==> config.mk <==
export PLATFORM = sky130hd
export DESIGN_NAME = fpu_host_link_flat
export DESIGN_NICKNAME = d
export VERILOG_FILES = /design/src/rtl/fpu_host_link_if.sv /design/src/rtl/fpu_host_link.sv /design/src/flat_wrapper.sv
export SDC_FILE = /design/constraint.sdc
export NUM_CORES = 1
export LEC_CHECK = 0
export CORE_UTILIZATION = 52
export DETAILED_ROUTE_END_ITERATION = 10
export PLACE_DENSITY = 0.8
export SLEW_MARGIN = 5
export SYNTH_ARGS = -nofsm -noshare
export SYNTH_HDL_FRONTEND = slang
export SYNTH_SLANG_ARGS = --single-unit
==> constraint.sdc <==
create_clock -name clk -period 2.96 [get_ports clk]
set_clock_uncertainty 0.1 [all_clocks]
set_input_delay 0.592 -clock clk [delete_from_list [all_inputs] [get_ports clk]]
set_output_delay 0.592 -clock clk [all_outputs]
set_load 0.02 [all_outputs]
==> src/rtl/fpu_host_link_if.sv <==
// Host-side bundle/result bus plus the byte-serial FPU pins of fpu_host_link.
// master = host/FPU side (testbench), slave = the link block.
interface fpu_host_link_if #(
  parameter int unsigned TX_BYTES = 16,
  parameter int unsigned RX_BYTES = 4
);
  logic                    cmd_valid;
  logic                    cmd_ready;
  logic [8*TX_BYTES-1:0]   cmd_data;
  logic [7:0]              tx_byte;
  logic                    tx_active;
  logic [7:0]              rx_byte;
  logic                    rx_toggle;
  logic                    res_valid;
  logic [8*RX_BYTES-1:0]   res_data;
  logic                    busy;
  logic                    timeout;

  modport master (
    output cmd_valid, cmd_data, rx_byte, rx_toggle,
    input  cmd_ready, tx_byte, tx_active, res_valid, res_data, busy, timeout
  );

  modport slave (
    input  cmd_valid, cmd_data, rx_byte, rx_toggle,
    output cmd_ready, tx_byte, tx_active, res_valid, res_data, busy, timeout
  );
endinterface

==> src/rtl/fpu_host_link.sv <==
// Byte-serial FPU link: ships an operand bundle MSB byte first, waits for the result
// toggle, then assembles the result. Optional WAIT timeout via FPU_LINK_TIMEOUT_EN.
module fpu_host_link #(
  parameter int unsigned TX_BYTES       = 16,
  parameter int unsigned RX_BYTES       = 4,
  parameter int unsigned TIMEOUT_CYCLES = 1024
) (
  input  logic           clk,
  input  logic           rst_n,
  fpu_host_link_if.slave bus
);
  localparam int unsigned TXW       = 8 * TX_BYTES;
  localparam int unsigned RXW       = 8 * RX_BYTES;
  localparam int unsigned MAX_BYTES = (TX_BYTES > RX_BYTES) ? TX_BYTES : RX_BYTES;
  localparam int unsigned CNT_W     = $clog2(MAX_BYTES + 1);
  localparam logic [CNT_W-1:0] LAST_TX = CNT_W'(TX_BYTES - 1);
  localparam logic [CNT_W-1:0] LAST_RX = CNT_W'(RX_BYTES - 1);

  typedef enum logic [2:0] {
    ST_IDLE, ST_SEND, ST_WAIT, ST_RECV, ST_DONE
  } state_e;

  state_e           state_q, state_d;
  logic [CNT_W-1:0] cnt_q, cnt_d;
  logic [TXW-1:0]   tx_shift_q, tx_shift_d;
  logic [RXW-1:0]   rx_shift_q, rx_shift_d;
  logic [7:0]       tx_byte_q, tx_byte_d;
  logic             tx_active_q, tx_active_d;
  logic             cmd_ready_q, cmd_ready_d;
  logic             busy_q, busy_d;
  logic             res_valid_q, res_valid_d;
  logic [RXW-1:0]   res_data_q, res_data_d;
  logic             toggle_prev_q;
  logic             toggle_edge_c;

`ifdef FPU_LINK_TIMEOUT_EN
  localparam int unsigned WAIT_W = $clog2(TIMEOUT_CYCLES + 1);
  localparam logic [WAIT_W-1:0] LAST_WAIT = WAIT_W'(TIMEOUT_CYCLES - 1);
  logic [WAIT_W-1:0] wait_cnt_q, wait_cnt_d;
  logic              timeout_q, timeout_d;
  assign bus.timeout = timeout_q;
`else
  logic unused_timeout_cfg;
  assign unused_timeout_cfg = (TIMEOUT_CYCLES != 0);
  assign bus.timeout        = 1'b0;
`endif

  assign toggle_edge_c = (bus.rx_toggle != toggle_prev_q);

  // Next-state and registered-output computation.
  always_comb begin
    state_d     = state_q;
    cnt_d       = cnt_q;
    tx_shift_d  = tx_shift_q;
    rx_shift_d  = rx_shift_q;
    tx_byte_d   = 8'h00;
    tx_active_d = 1'b0;
    res_valid_d = 1'b0;
    res_data_d  = res_data_q;
`ifdef FPU_LINK_TIMEOUT_EN
    wait_cnt_d  = '0;
    timeout_d   = 1'b0;
`endif
    unique case (state_q)
      ST_IDLE: begin
        if (bus.cmd_valid && cmd_ready_q) begin
          state_d     = ST_SEND;
          cnt_d       = '0;
          tx_byte_d   = bus.cmd_data[TXW-1 -: 8];
          tx_active_d = 1'b1;
          tx_shift_d  = bus.cmd_data << 8;
        end
      end
      ST_SEND: begin
        if (cnt_q == LAST_TX) begin
          state_d = ST_WAIT;
          cnt_d   = '0;
        end else begin
          tx_byte_d   = tx_shift_q[TXW-1 -: 8];
          tx_active_d = 1'b1;
          tx_shift_d  = tx_shift_q << 8;
          cnt_d       = cnt_q + CNT_W'(1);
        end
      end
      ST_WAIT: begin
        if (toggle_edge_c) begin
          state_d = ST_RECV;
          cnt_d   = '0;
        end
`ifdef FPU_LINK_TIMEOUT_EN
        else if (wait_cnt_q == LAST_WAIT) begin
          state_d   = ST_IDLE;
          timeout_d = 1'b1;
        end else begin
          wait_cnt_d = wait_cnt_q + WAIT_W'(1);
        end
`endif
      end
      // Further toggle edges here are deliberately ignored.
      ST_RECV: begin
        rx_shift_d = (rx_shift_q << 8) | RXW'(bus.rx_byte);
        if (cnt_q == LAST_RX) begin
          state_d = ST_DONE;
          cnt_d   = '0;
        end else begin
          cnt_d = cnt_q + CNT_W'(1);
        end
      end
      ST_DONE: begin
        res_valid_d = 1'b1;
        res_data_d  = rx_shift_q;
        state_d     = ST_IDLE;
      end
      default: state_d = ST_IDLE;
    endcase
    cmd_ready_d = (state_d == ST_IDLE);
    busy_d      = (state_d != ST_IDLE);
  end

  always_ff @(posedge clk or negedge rst_n) begin
    if (!rst_n) begin
      state_q       <= ST_IDLE;
      cnt_q         <= '0;
      tx_shift_q    <= '0;
      rx_shift_q    <= '0;
      tx_byte_q     <= 8'h00;
      tx_active_q   <= 1'b0;
      cmd_ready_q   <= 1'b0;
      busy_q        <= 1'b0;
      res_valid_q   <= 1'b0;
      res_data_q    <= '0;
      toggle_prev_q <= 1'b0;
`ifdef FPU_LINK_TIMEOUT_EN
      wait_cnt_q    <= '0;
      timeout_q     <= 1'b0;
`endif
    end else begin
      state_q       <= state_d;
      cnt_q         <= cnt_d;
      tx_shift_q    <= tx_shift_d;
      rx_shift_q    <= rx_shift_d;
      tx_byte_q     <= tx_byte_d;
      tx_active_q   <= tx_active_d;
      cmd_ready_q   <= cmd_ready_d;
      busy_q        <= busy_d;
      res_valid_q   <= res_valid_d;
      res_data_q    <= res_data_d;
      toggle_prev_q <= bus.rx_toggle;
`ifdef FPU_LINK_TIMEOUT_EN
      wait_cnt_q    <= wait_cnt_d;
      timeout_q     <= timeout_d;
`endif
    end
  end

  assign bus.cmd_ready = cmd_ready_q;
  assign bus.tx_byte   = tx_byte_q;
  assign bus.tx_active = tx_active_q;
  assign bus.res_valid = res_valid_q;
  assign bus.res_data  = res_data_q;
  assign bus.busy      = busy_q;
endmodule

==> src/flat_wrapper.sv <==
// flat-port wrapper written by rule: the top's interface ports become plain ports
module fpu_host_link_flat 
#(
  parameter int unsigned TX_BYTES       = 16,
  parameter int unsigned RX_BYTES       = 4,
  parameter int unsigned TIMEOUT_CYCLES = 1024
)
  (clk, rst_n, bus_cmd_valid, bus_cmd_data, bus_rx_byte, bus_rx_toggle, bus_cmd_ready, bus_tx_byte, bus_tx_active, bus_res_valid, bus_res_data, bus_busy, bus_timeout);
  fpu_host_link_if #(.TX_BYTES(TX_BYTES), .RX_BYTES(RX_BYTES)) bus_i ();
  input  logic clk;
  input  logic rst_n;
  input wire logic [$bits(bus_i.cmd_valid)-1:0] bus_cmd_valid;
  input wire logic [$bits(bus_i.cmd_data)-1:0] bus_cmd_data;
  input wire logic [$bits(bus_i.rx_byte)-1:0] bus_rx_byte;
  input wire logic [$bits(bus_i.rx_toggle)-1:0] bus_rx_toggle;
  output wire logic [$bits(bus_i.cmd_ready)-1:0] bus_cmd_ready;
  output wire logic [$bits(bus_i.tx_byte)-1:0] bus_tx_byte;
  output wire logic [$bits(bus_i.tx_active)-1:0] bus_tx_active;
  output wire logic [$bits(bus_i.res_valid)-1:0] bus_res_valid;
  output wire logic [$bits(bus_i.res_data)-1:0] bus_res_data;
  output wire logic [$bits(bus_i.busy)-1:0] bus_busy;
  output wire logic [$bits(bus_i.timeout)-1:0] bus_timeout;
  assign bus_i.cmd_valid = bus_cmd_valid;
  assign bus_i.cmd_data = bus_cmd_data;
  assign bus_i.rx_byte = bus_rx_byte;
  assign bus_i.rx_toggle = bus_rx_toggle;
  assign bus_cmd_ready = bus_i.cmd_ready;
  assign bus_tx_byte = bus_i.tx_byte;
  assign bus_tx_active = bus_i.tx_active;
  assign bus_res_valid = bus_i.res_valid;
  assign bus_res_data = bus_i.res_data;
  assign bus_busy = bus_i.busy;
  assign bus_timeout = bus_i.timeout;
  fpu_host_link #(.TX_BYTES(TX_BYTES), .RX_BYTES(RX_BYTES), .TIMEOUT_CYCLES(TIMEOUT_CYCLES)) u_core (.clk(clk), .rst_n(rst_n), .bus(bus_i));
endmodule
==> results.py <==
metrics = {
    "placed_design": {
        "hpwl_mm": 13.3,
        "post_dp_cell_area_sq_um": 11600,
        "io_buffer_count": 183,
        "place_congestion": 0.754,
    },
    "worst_hold_path": {
        "hold_class": "flip-flop to flip-flop",
    },
    "sta": {
        "tightestPinTransition_ps": 712,
        "hold_viol": 0,
        "timing.fmax_ghz": 0.370,
        "rsz0062_at_grt": "no",
        "maxSlewViolCount": 0,
        "setup_viol": 0,
        "relSlewSlack_pct": 52.5,
        "setup_tns_ps": 0,
        "fin_crit_ps": 2700,
        "post-route-period-util_pct": 91.4,
    },
    "logic_synthesis": {
        "synth-edff-count": 0,
        "synth.avg_cell_area_sq_um": 15.8,
        "synth_area_leaders": "dfrtp_1 (53%), mux2_2 (23%), mux2_4 (14%)",
        "synth-async-reset-ratio_pct": 100,
        "yosys_register_bits": 205,
        "synthTopCellsByCount": "dfrtp_1 (205), mux2_2 (198), mux2_4 (87)",
        "synth.top_cell.area_share_pct": 53.3,
        "yosysSeqAreaShare_pct": 53.3,
        "yosysMostFrequentCell": "dfrtp_1",
        "ys_types": 38,
        "yosysTopAreaCell": "dfrtp_1",
        "synth_area_sq_um": 9620,
        "synth_nets": 752,
        "synth_ff_type": "dfrtp_1",
        "netlist_instances": 609,
        "synth_warnings": 0,
    },
    "clocking": {
        "clk_latency_ps": 490,
        "postCtsHoldBufs": 1,
        "post-cts-setup-buffer-count": 0,
        "cts_buffers": 23,
        "cts-root-buf": "clkbuf_16",
        "clock_path_buffers": 3,
        "cts-resized-gates": 0,
        "cts_tree": "yes",
        "path_clk_slew_ps": 60,
        "htree_levels": 1,
        "clock_sink_count": 205,
    },
    "global_routing": {
        "track_usage_pct": 20.7,
        "grt_pass1_wl_mm": 32.4,
        "grt_start_max_net_pins": 64,
        "antenna_found_initial": 0,
        "grt_pass1_vias": 6170,
        "overflow": 0,
    },
    "worst_setup_path": {
        "required_ps": 3230,
        "crit_type": "flip-flop to flip-flop",
        "crit_arrival_ps": 2970,
        "path_max_fanout": 32,
        "cp-start-kind": "flip-flop",
        "worst_setup_path_end_kind": "flip-flop",
    },
    "route": {
        "wl_mm": 19.3,
        "drtAntennaViolNets": 0,
        "dr_total_vias": 5481,
        "via_per_inst": 5.27,
        "first_iter_violations": 232,
        "drc_errors": 0,
        "wl_per_cell_um": 18.6,
        "dr.pass1.iters": 4,
    },
    "power": {
        "p_leak_nw": 5.47,
        "power.total_mw": 14.2,
        "power.density_nw_per_um2": 1150,
        "peakVddDrop_v": 0.000735,
    },
    "die": {
        "io_pins": 185,
        "start_util_pct": 53.4,
        "die_x_um": 138,
        "core-area_sq_um": 18000,
        "dieArea_sq_um": 19100,
        "placementRows": 49,
        "die_h_um": 138,
    },
    "finish": {
        "fillers": 1202,
        "num_antenna_cells": 0,
        "fin_area_sq_um": 12300,
        "area_delta_synth_final_pct": 28.2,
        "drive_above_1_share_pct": 41.8,
        "nNetsFinal": 940,
    },
    "status": {
        "status": "completed",
    },
    "job": {
        "maxCapViolations": 0,
    },
}
flip-flops by register name, indices dropped and copies added, names as in the netlist, 3 cells and up:
register,count
u_core.bus.tx_byte,8
u_core.bus.res_data,32
u_core.cnt_q,5
u_core.tx_shift_q,120
u_core.rx_shift_q,32
u_core.state_q,3
final timing paths:
path	startpoint	to	slack, ps	depth (start not counted)
max	u_core.cnt_q[0]	u_core.tx_shift_q[21]	260	9
min	u_core.bus.res_data[30]	u_core.bus.res_data[30]	390	1
max reg2reg	u_core.cnt_q[0]	u_core.tx_shift_q[21]	260	9
min reg2reg	u_core.bus.res_data[30]	u_core.bus.res_data[30]	390	1
max in group asynchronous	rst_n	u_core.bus.res_valid	1440	3
min in group asynchronous	rst_n	u_core.tx_shift_q[27]	550	2
worst max-delay path: stages (launching register included):
cell and delay (ps):
dfrtp_1 420, ha_1 250, nand3_1 130, inv_1 60
ha_1 200, nand2b_1 190, a211oi_4 300, buf_12 260
buf_4 280, mux2_2 360
layout by cell type, fill, tap and decap left out, drive strengths merged:
| cell type | instances |
|---|---|
| a22o | 8 |
| o21ai | 1 |
| nor4b | 1 |
| nor3 | 1 |
| nor2 | 1 |
| and3b | 1 |
| nand3b | 1 |
| o32ai | 1 |
| a31oi | 5 |
| nand2b | 3 |
| inv | 11 |
| buf | 18 |
| nor2b | 12 |
| a21o | 1 |
| o22ai | 1 |
| a221oi | 2 |
| nor3b | 1 |
| xnor2 | 1 |
| clkbuf | 36 |
| or3 | 1 |
| nand2 | 1 |
| ha | 3 |
| a211oi | 4 |
| conb | 1 |
| nand3 | 2 |
| a21oi | 2 |
| or4b | 1 |
| clkinv | 3 |
| mux2 | 296 |
| or2 | 1 |
| dlygate4sd3 | 1 |
| dfrtp | 205 |
| and2 | 1 |
| mux2i | 1 |
| clkdlybuf4s50 | 182 |
cells by family (layout without fill, tap and decap cells):
family	after synthesis	after routing	synth area share, %
multiplexers	297	297	38.1
buffers and inverters	49	251	4.03
adder cells (fa/ha/maj)	3	3	0.390
XOR/XNOR	1	1	0.0910
other	1	1	0.0390
flip-flops	205	205	53.3
AO/OA/AOI/OAI	25	25	1.99
AND/OR/NAND/NOR	28	28	2.03
layer usage:
metal / GRT usage (%) / share of wire (%) / up-vias / wire, um
li1: - / - / 2570 / -
met1: 27.1 / 43 / 2748 / 8330
met2: 34.1 / 48 / 134 / 9360
met3: 4.88 / 6.1 / 29 / 1170
met4: 6.19 / 2.4 / 0 / 463
met5: 0 / 0 / - / 0
power by group:
group | internal, mW | switching (mW)
Combinational | 4.18 | 2.39
Sequential | 4.19 | 0.807
Clock | 1.53 | 1.07
Total | 9.90 | 4.27
metrics by stage:
step	utilization, %	hold WS, ps	instances	setup slack (ps)
detailed placement	64.6	374	1000	281
CTS	68.5	391	1040	265
global placement	64.6	368	1000	340
global route	68.5	402	1040	136
finish	68.5	385	1040	255
floorplan	-	196	609	636
final cells by class:
| class | instances | area (sq um) | share of cell area [%] |
|---|---|---|---|
| Sequential cell | 205 | 5130 | 41.6 |
| Clock inverter | 4 | 26.3 | 0.213 |
| Inverter | 10 | 37.5 | 0.304 |
| Clock buffer | 35 | 661 | 5.35 |
| Timing Repair Buffer | 202 | 2080 | 16.9 |
| Multi-Input combinational cell | 355 | 4120 | 33.4 |
| Tap cell | 229 | 287 | 2.32 |
No activity file was read; power rests on OpenSTA's default activity.
